## config.mk

```make
export PLATFORM = sky130hd
export DESIGN_NAME = seq_pattern_fsm
export DESIGN_NICKNAME = d
export VERILOG_FILES = /design/src/rtl/seq_pat_pkg.sv /design/src/rtl/seq_pat_counter.sv /design/src/rtl/seq_pattern_fsm.sv
export SDC_FILE = /design/constraint.sdc
export NUM_CORES = 1
export LEC_CHECK = 0
export ABC_AREA = 0
export BUFFER_PORTS_ARGS = -buffer_cell sky130_fd_sc_hd__buf_2
export CAP_MARGIN = 20
export CORE_AREA = 5 5 42 44
export DETAILED_ROUTE_END_ITERATION = 10
export DIE_AREA = 0 0 47 49
export SLEW_MARGIN = 20
export SYNTH_ARGS = -nofsm -noshare
export SYNTH_HDL_FRONTEND = slang
export SYNTH_HIERARCHICAL = 1
export SYNTH_SLANG_ARGS = --single-unit
```

## constraint.sdc

```tcl
create_clock -name clk -period 1.2 [get_ports clk]
set_input_delay 0.12 -clock clk [delete_from_list [all_inputs] [get_ports clk]]
set_output_delay 0.12 -clock clk [all_outputs]
set_load 0.01 [all_outputs]
```

## src/rtl/seq_pat_pkg.sv

```systemverilog
// Shared types and elaboration-time helpers for the serial pattern detector.
// The next-prefix table and border length are computed once from PATTERN/PAT_W.
package seq_pat_pkg;

    localparam int MAX_W = 16;

    typedef enum logic {
        ST_IDLE  = 1'b0,
        ST_TRACK = 1'b1
    } state_t;

    // Entry {k,b} holds the matched-prefix length after bit b arrives in TRACK(k);
    // a value equal to PAT_W means the pattern just completed.
    typedef logic [2*MAX_W-1:0][4:0] next_tbl_t;

    function automatic int border_len(input logic [MAX_W-1:0] pat, input int w);
        int best;
        bit ok;
        best = 0;
        for (int l = 1; l < w; l++) begin
            ok = 1'b1;
            for (int i = 0; i < l; i++) begin
                if (pat[4'(w-1-i)] != pat[4'(l-1-i)])
                    ok = 1'b0;
            end
            if (ok)
                best = l;
        end
        return best;
    endfunction

    function automatic int next_len(input logic [MAX_W-1:0] pat, input int w,
                                    input int k, input logic b);
        int best;
        int p;
        bit ok;
        logic sbit;
        best = 0;
        for (int l = 1; l <= k + 1; l++) begin
            if (l <= w) begin
                ok = 1'b1;
                for (int i = 0; i < l; i++) begin
                    p = k + 1 - l + i;
                    sbit = (p < k) ? pat[4'(w-1-p)] : b;
                    if (sbit != pat[4'(w-1-i)])
                        ok = 1'b0;
                end
                if (ok)
                    best = l;
            end
        end
        return best;
    endfunction

    function automatic next_tbl_t build_table(input logic [MAX_W-1:0] pat, input int w);
        next_tbl_t t;
        t = '0;
        for (int k = 0; k < w; k++) begin
            for (int b = 0; b < 2; b++) begin
                t[5'(2*k+b)] = 5'(next_len(pat, w, k, 1'(b)));
            end
        end
        return t;
    endfunction

endpackage

```

## src/rtl/seq_pat_counter.sv

```systemverilog
// Saturating match counter with synchronous clear; sat is high while the count is all-ones.
module seq_pat_counter
    import seq_pat_pkg::*;
#(
    parameter int W = 8
)
(
    input  logic         clk,
    input  logic         rst,
    input  logic         clr,
    input  logic         inc,
    output logic [W-1:0] cnt,
    output logic         sat
);

    logic [W-1:0] cnt_q;

    always_ff @(posedge clk or negedge rst) begin
        if (!rst)
            cnt_q <= '0;
        else if (clr)
            cnt_q <= '0;
        else if (inc && !(&cnt_q))
            cnt_q <= cnt_q + 1'b1;
    end

    assign cnt = cnt_q;
    assign sat = &cnt_q;

endmodule

```

## src/rtl/seq_pattern_fsm.sv

```systemverilog
// Parametrised serial pattern detector (KMP-style prefix tracking, registered match pulse).
// Define SEQ_PAT_CNT_EN to add the saturating match counter and its match_cnt/cnt_sat ports.
module seq_pattern_fsm
    import seq_pat_pkg::*;
#(
    parameter int               PAT_W   = 4,
    parameter logic [PAT_W-1:0] PATTERN = 4'b1011,
    parameter bit               OVERLAP = 1'b1,
    parameter int               CNT_W   = 8
)
(
    input  logic                     clk,
    input  logic                     rst,
    input  logic                     din_valid,
    input  logic                     din,
    input  logic                     clr,
    output logic                     match,
    output logic [$clog2(PAT_W)-1:0] prefix_len
`ifdef SEQ_PAT_CNT_EN
    ,
    output logic [CNT_W-1:0]         match_cnt,
    output logic                     cnt_sat
`endif
);

    localparam int                PL_W     = $clog2(PAT_W);
    localparam next_tbl_t         NEXT_TBL = build_table(16'(PATTERN), PAT_W);
    localparam logic [PL_W-1:0]   BORDER   = PL_W'(border_len(16'(PATTERN), PAT_W));
    localparam logic [4:0]        FULL     = 5'(PAT_W);

    typedef logic [CNT_W-1:0] cnt_t;

    state_t          state_q;
    state_t          state_d;
    logic [PL_W-1:0] prefix_q;
    logic [PL_W-1:0] prefix_d;
    logic            match_q;
    logic            match_d;
    logic [4:0]      step;

    assign step = NEXT_TBL[5'({prefix_q, din})];

    always_ff @(posedge clk or negedge rst) begin
        if (!rst) begin
            state_q  <= ST_IDLE;
            prefix_q <= '0;
            match_q  <= 1'b0;
        end else begin
            state_q  <= state_d;
            prefix_q <= prefix_d;
            match_q  <= match_d;
        end
    end

    // clr wins over an accepted bit; a completed pattern restarts from the border or from zero.
    always_comb begin
        state_d  = state_q;
        prefix_d = prefix_q;
        match_d  = 1'b0;
        case (state_q)
            ST_IDLE: begin
                state_d  = ST_TRACK;
                prefix_d = '0;
            end
            ST_TRACK: begin
                if (clr) begin
                    prefix_d = '0;
                end else if (din_valid) begin
                    if (step == FULL) begin
                        match_d  = 1'b1;
                        prefix_d = OVERLAP ? BORDER : '0;
                    end else begin
                        prefix_d = step[PL_W-1:0];
                    end
                end
            end
            default: begin
                state_d  = ST_IDLE;
                prefix_d = '0;
            end
        endcase
    end

    assign match      = match_q;
    assign prefix_len = prefix_q;

`ifdef SEQ_PAT_CNT_EN
    seq_pat_counter #(
        .W   ($bits(cnt_t))
    ) u_counter (
        .clk (clk),
        .rst (rst),
        .clr (clr),
        .inc (match_d),
        .cnt (match_cnt),
        .sat (cnt_sat)
    );
`endif

endmodule
```

# Yosys cells after proc, flatten, opt, wreduce, memory -nomap -nowiden
# Memory sizes are Yosys's and may differ from the RTL's.
# Cells that the tools add are included.
# classes
n_lt_le_gt_ge	1
n_eq_ne	2
mux	9
bitwise	1
# ops
op	n
$lt 3x6->1 const B	1
$mux 2	3
$eq 5x3->1 const B	1
$mux 5	1
$mux 1	4
$pmux 2 s2	1
$ne 3x3->1 const B	1
$not 1->1	1
# word_totals
regBits	4
rom_bits	40
in_bits	5
out_inout_bits	3
elab_cells	17
mem_count	1
# memory_table
memory	depth	width	rd	rd_clocked_by_memory_dff	write_ports	line_no	rtl
(no name shown)	8	5	1	0	0	seq_pattern_fsm.sv:41	assign step = NEXT_TBL[5'({prefix_q, din})];

# Longest topological paths before layout
# Gate-level depths: netlist of run 1.
# logic_depth
word_depth	7
ltp_mapped	5
ltp_nobuf	5

# Worst setup path after synthesis of run 1
# No wires, ideal clock.
# synth_timing
path_kind	register -> register
from	register prefix_q[0] (netlist: prefix_len[0])
to	register prefix_q[0] (netlist: prefix_len[0])
setup_ps	120
arrival_ps	1027
t_required_ps	1080
path_slack_ps	53
stages_incl_launch_ff	5
n_path_buf	0
period_less_slack_ps	1147
cell_sequence	dfrtp_1 > ha_1 > a21oi_2 > a21o_1 > a21oi_2
# synth_via
elab_chain_cells	7
# synth_rtl
item	line_no	rtl
start, declared	seq_pattern_fsm.sv:35	logic [PL_W-1:0] prefix_q;
start signal, assigned	seq_pattern_fsm.sv:50	prefix_q <= prefix_d;
$mem_v2 8x5 *	n/a	
$mux 5 (not written as such) *	seq_pattern_fsm.sv:41	
$eq 5x3->1	seq_pattern_fsm.sv:69	if (step == FULL) begin
$mux 2 *	seq_pattern_fsm.sv:69	
$mux 2 *	seq_pattern_fsm.sv:68	end else if (din_valid) begin
$mux 2 *	seq_pattern_fsm.sv:66	if (clr) begin
$pmux 2 s2 *	seq_pattern_fsm.sv:60	case (state_q)
# Every way passes the cells marked *; elsewhere a longest branch is shown, timed or not. The select of a mux whose other input is x is not followed.
# A chain may end at the register's enable or synchronous reset.

# Final worst setup path of run 1
# Same ends and word-level chain as after synthesis.

==> impl_metrics.yaml, run 1 <==
finish:
  final_cell_mix: "7 x buf_2, 3 x clkbuf_4, 3 x dfrtp_1"
  fillers: 166
  instances_no_fill: 49
  drive_gt1_share_pct: 42.42
  final_common_cell: "buf_2"
  areaGrowthSynthToFinish_pct: 45.00
  multiInputGateArea_um2: 130.1
  nets: 43
  post-route-util_pct: 23.30
  regArea_um2: 101.3
  diodes: 0
global_routing:
  grt_overflow: 0
  grt_usage_pct: 5.438
  grt_pass1_wl_um: 834
  first_global_vias: 214
  grt_max_degree: 7
  antenna_found_initial: 0
timing:
  final-max-slew-violation-count: 0
  max_freq_mhz: 893.9
  fin_crit_sh_pct: 93.22
  period_needed_ns: 1.119
  grt_setup_unrepaired: "false"
  hold_viol: 0
  finalClockSkew_ns: 0.003730
  finalSetupTns_ns: 0
  setup_viol: 0
yosys:
  synth_area_leaders: "dfrtp_1 44%, ha_1 17%, a21oi_2 7.8%, nand3b_1 6.7%, a21o_1 3.3%"
  netlist.top_cell.by_area: "dfrtp_1"
  ys_types: 13
  syn_nets: 30
  synth-seq-cells: 4
  syn_inst: 22
  synth.yosys.seq_area_share_pct: 44.44
  netlist_area_um2: 225.2
  syn_avg_cell_area_um2: 10.24
  synth_top_cell_area_share_pct: 44.44
  yosysWarnings: 6
worst_setup_path:
  crit_top_cell: "a21oi_2"
  cp-start-kind: "flop"
  rrSetupSlack_ns: 0.08
  ff2ff_path_depth: 4
  max_stage_delay_ns: 0.44
  cp.arrival_ns: 1.28
  endpoint_kind: "flop"
  path_depth: 4
  critical-path-top-delay-family: "flip-flops"
  cp_max_fo: 5
  crit_chain: "ha_4 -> a21oi_2 -> a21o_1 -> a21oi_2"
  crit_required_ns: 1.36
  path_buf_inv: 0
  slowest_stage: "dfrtp_2"
  critPathKind: "flop to flop"
floorplanning:
  num_rows: 14
  ios: 8
  die_y_um: 49
  die_area_um2: 2303
  initial_core_util_pct: 16.07
  core_um2: 1401
  fp.dieW_um: 47
cts:
  cts_tree: "yes"
  cts_sinks: 4
  htreeDepth: 1
  clock_path_buffers: 2
  cts_inserted_buffers: 3
  cts.clk_slew.worst_paths_ns: 0.04
  cts_root_buffer: "clkbuf_4"
  clkLatencyLatePin_ns: 0.23
run_status:
  status: "finished, final reports clean"
job:
  cap_violations: 0
hold_path:
  hp-class: "primary input to flop"
  hold_path_depth: 3
power_and_ir_drop:
  peakVddDrop_v: 0.0002643
  p_per_area_nw_per_um2: 1053
  leakagePower_nw: 0.1529
route:
  dr_total_vias: 181
  vias_per_cell: 3.694
  drt_iter0_drc: 0
  drc: 0
  wire_per_inst_um: 8.959
  ant_nets: 0
  first_pass_iters: 1
  routed_wl_um: 439
placement:
  dp.cells: 45
  portBuffers: 7
  globalplace.congestion: 0.6017
-- through the flow --
stage | area [µm²] | setup WS [ns] | total power, mW | hold WS, ns
after floorplan | 225.2 | 0.05251 | 0.1593 | -0.1756
after global routing | 326.6 | 0.01721 | 0.3822 | 0.1669
after detailed placement | 280.3 | 0.02236 | 0.1743 | -0.07177
after global placement | 280.3 | 0.04327 | 0.1736 | -0.07158
final | 326.6 | 0.08132 | 0.3438 | 0.1668
after CTS | 312.8 | 0.01277 | 0.3512 | 0.1575
-- area by class of cell --
cell class	instances	area share, %
Multi-Input combinational cell	16	39.85
Sequential cell	4	31.03
Timing Repair Buffer	8	13.79
Clock buffer	3	6.897
Tap cell	16	6.130
Inverter	2	2.299
-- worst paths after layout --
| kind | start | endpoint |
|---|---|---|
| hold / removal | din_valid | match |
| setup / recovery | prefix_len[0] | prefix_len[0] |
| max in group asynchronous | rst | prefix_len[0] |
| min in group asynchronous | rst | match |
| hold reg to reg | state_q | prefix_len[0] |
| setup reg to reg | prefix_len[0] | prefix_len[0] |
-- per-layer routing --
metal,GRT usage [%],part of all wire [%],up-vias
met4,6.912,0,0
met5,0,0,-
met3,1.476,5.2,0
met2,7.014,55,4
met1,5.987,40,82
li1,-,-,95
-- cell families after synthesis --
logic type                 after synthesis  share of synthesized area, %
other                                    1                         1.665
buffers and inverters                    2                         3.335
and+or+nand+nor                          7                         18.33
AOI/OAI and AO/OA                        5                         15.55
adders and majority gates                3                         16.67
DFF                                      4                         44.45
-- registers in the layout, indices dropped and copies added, names as in the netlist --
register and flops:
prefix_len 2, match 1, state_q 1
-- what timing repair did --
item | CTS | global route
setup endpoints to repair | 0 | 1
hold buffers | 1 | 0
buffers inserted | 0 | 0
hold endpoints to repair | 4 | 0
gates resized for setup | 0 | 2
-- report_power, final --
group          switching, mW  leakage [nW]  internal (mW)
clock network         0.0542        0.0138          0.112
registers            0.00247        0.0517          0.139
logic                 0.0184        0.0874         0.0182
total                 0.0750         0.153          0.269
-- synthesized netlist by cell type, drive strengths merged --
| cell type | instances |
|---|---|
| dfrtp | 4 |
| nor3 | 1 |
| a21o | 1 |
| conb | 1 |
| nand2 | 2 |
| o21ai | 1 |
| inv | 2 |
| nand3b | 2 |
| ha | 3 |
| or2b | 1 |
| nand2b | 1 |
| a21oi | 3 |
-- worst min-delay path: stages --
cell and delay [ns]:
buf_2 0.12, nand2_1 0.07, nor3_1 0.05
(Power assumes the default switching activity.)
==> inputs of run 2 (changes only) <==
Clock period 1.2 ns to 0.95 ns, I/O delays scaled along.
==> run 2 against run 1 <==
Net effect: the run now ends with setup timing left; clock skew up 0.0068 ns; flip-flop and latch count unchanged; clock-buffer cell count increased by 1; sequential power up 26%; first-iteration DRC count grew 8; global-route usage fell by 0.071 points; sequential share of layout area is 1.5 points lower; utilization up 1.2 points; maximum frequency is 2.1% higher; register-to-register slack worse by 0.23 ns; routed wire length grew 6.2%; power up 34%; critical path type unchanged; largest cell class unchanged; largest power group unchanged.
==> impl_metrics.yaml, run 2 (synthesis gave the netlist of run 1 again) <==
global_routing:
  grt_overflow: 0
  grt_max_degree: 7
  first_global_vias: 222
  grt_pass1_wl_um: 897
  grt_usage_pct: 5.367
  antenna_found_initial: 0
power_and_ir_drop:
  peakVddDrop_v: 0.0003544
  leakagePower_nw: 0.1562
  p_per_area_nw_per_um2: 1342
cts:
  postCtsSetupBuffers: 0
  cts_inserted_buffers: 3
  clock_path_buffers: 2
  htreeDepth: 1
  cts_root_buffer: "clkbuf_4"
  cts.clk_slew.worst_paths_ns: 0.05
  cts_tree: "yes"
  clkLatencyLatePin_ns: 0.24
  cts_sinks: 4
worst_setup_path:
  cp.arrival_ns: 1.26
  slowest_stage: "dfrtp_2"
  endpoint_kind: "flop"
  crit_top_cell: "a21oi_2"
  crit_required_ns: 1.11
  cp-start-kind: "flop"
  cp_max_fo: 4
  crit_chain: "ha_4 -> a21oi_2 -> a21o_1 -> a21oi_2"
  max_stage_delay_ns: 0.44
  critPathKind: "flop to flop"
  ff2ff_path_depth: 4
finish:
  drive_gt1_share_pct: 48.57
  final_cell_mix: "7 x buf_2, 3 x clkbuf_4, 3 x dfrtp_1"
  fin_area_um2: 342.8
  nets: 44
  diodes: 0
  areaGrowthSynthToFinish_pct: 52.22
  final_common_cell: "buf_2"
  largest_reg_flops: 2
  fillers: 169
route:
  drc: 0
  routed_wl_um: 466
  dr_total_vias: 189
  drt_iter0_drc: 8
  first_pass_iters: 4
  wire_per_inst_um: 9.137
  vias_per_cell: 3.706
  ant_nets: 0
floorplanning:
  die_area_um2: 2303
  num_rows: 14
  die_y_um: 49
  fp.dieW_um: 47
  initial_core_util_pct: 16.07
  ios: 8
  core_um2: 1401
timing:
  hold_viol: 0
  finalSetupTns_ns: -0.4004
  setup_viol: 4
  fin_ws_ns: -0.1461
  max_freq_mhz: 912.3
  final-max-slew-violation-count: 0
  finalClockSkew_ns: 0.01051
  fin_crit_sh_pct: 115.4
  period_needed_ns: 1.096
  grt_setup_unrepaired: "true"
run_status:
  violations: "setup timing"
  status: "finished, violations left"
placement:
  place_area_um2: 301.5
  globalplace.congestion: 0.6591
  portBuffers: 7
hold_path:
  hold_path_depth: 3
  hp-class: "primary input to flop"
job:
  cap_violations: 0
==> run 2: cell types whose count changed in the layout (fill, tap and decap cells not counted) <==
cell	before	now
clkbuf_1	0	1
ha_2	0	2
ha_1	2	0
buf_4	0	1
==> run 2: path summary, 6_finish.rpt <==
kind	startpoint	endpoint	slack, ns
min in group asynchronous	rst	prefix_len[1]	0.19
setup / recovery	prefix_len[0]	prefix_len[0]	-0.15
setup reg to reg	prefix_len[0]	prefix_len[0]	-0.15
hold reg to reg	state_q	prefix_len[0]	0.54
max in group asynchronous	rst	match	0.63
hold / removal	din_valid	match	0.15
==> run 2: per-layer routing <==
layer,up-vias,global-route usage (%),share of wire [%]
met1,83,7.095,44
met2,4,7.240,52
met4,0,5.530,0
li1,102,-,-
met3,0,0,4.1
met5,-,0,0
==> run 2: stage by stage <==
step	total power [mW]	util [%]	instances	hold WS [ns]	setup WS, ns
global route	0.4980	24.46	51	0.1645	-0.1868
finish	0.4600	24.46	51	0.1490	-0.1461
CTS	0.4704	24.29	51	0.1427	-0.1504
detailed placement	0.2270	21.52	46	-0.09220	-0.1354
global placement	0.2262	21.52	46	-0.09495	-0.1289
floorplan	0.2050	-	22	-0.2006	-0.1254
==> run 2: power by group <==
group	switching, mW	internal (mW)
Sequential	0.00301	0.175
Clock	0.0739	0.158
Combinational	0.0249	0.0253
Total	0.102	0.358
==> run 2: layout make-up <==
cell class	instances	area [µm²]	share of cell area [%]
multi-input cells	16	135.1	39.42
flip-flops and latches	4	101.3	29.56
clock buffers	4	26.28	7.664
inverters	2	7.507	2.190
repair buffers	9	52.55	15.33
well taps	16	20.02	5.839
==> run 2: critical path, delay by kind of cell (launching register included) <==
| kind | cells | cell delay, ns |
|---|---|---|
| AO/OA/AOI/OAI | 3 | 0.30 |
| adder cells (fa/ha/maj) | 1 | 0.29 |
| flip-flops | 1 | 0.44 |
==> run 2: repair_timing <==
action                                  4_1_cts  5_1_grt
gates resized for setup                       1        1
hold buffers                                  1        0
cloned                                        0        0
pin swaps                                     0        1
hold endpoints to repair                      4        0
endpoints found under the setup margin        4        5
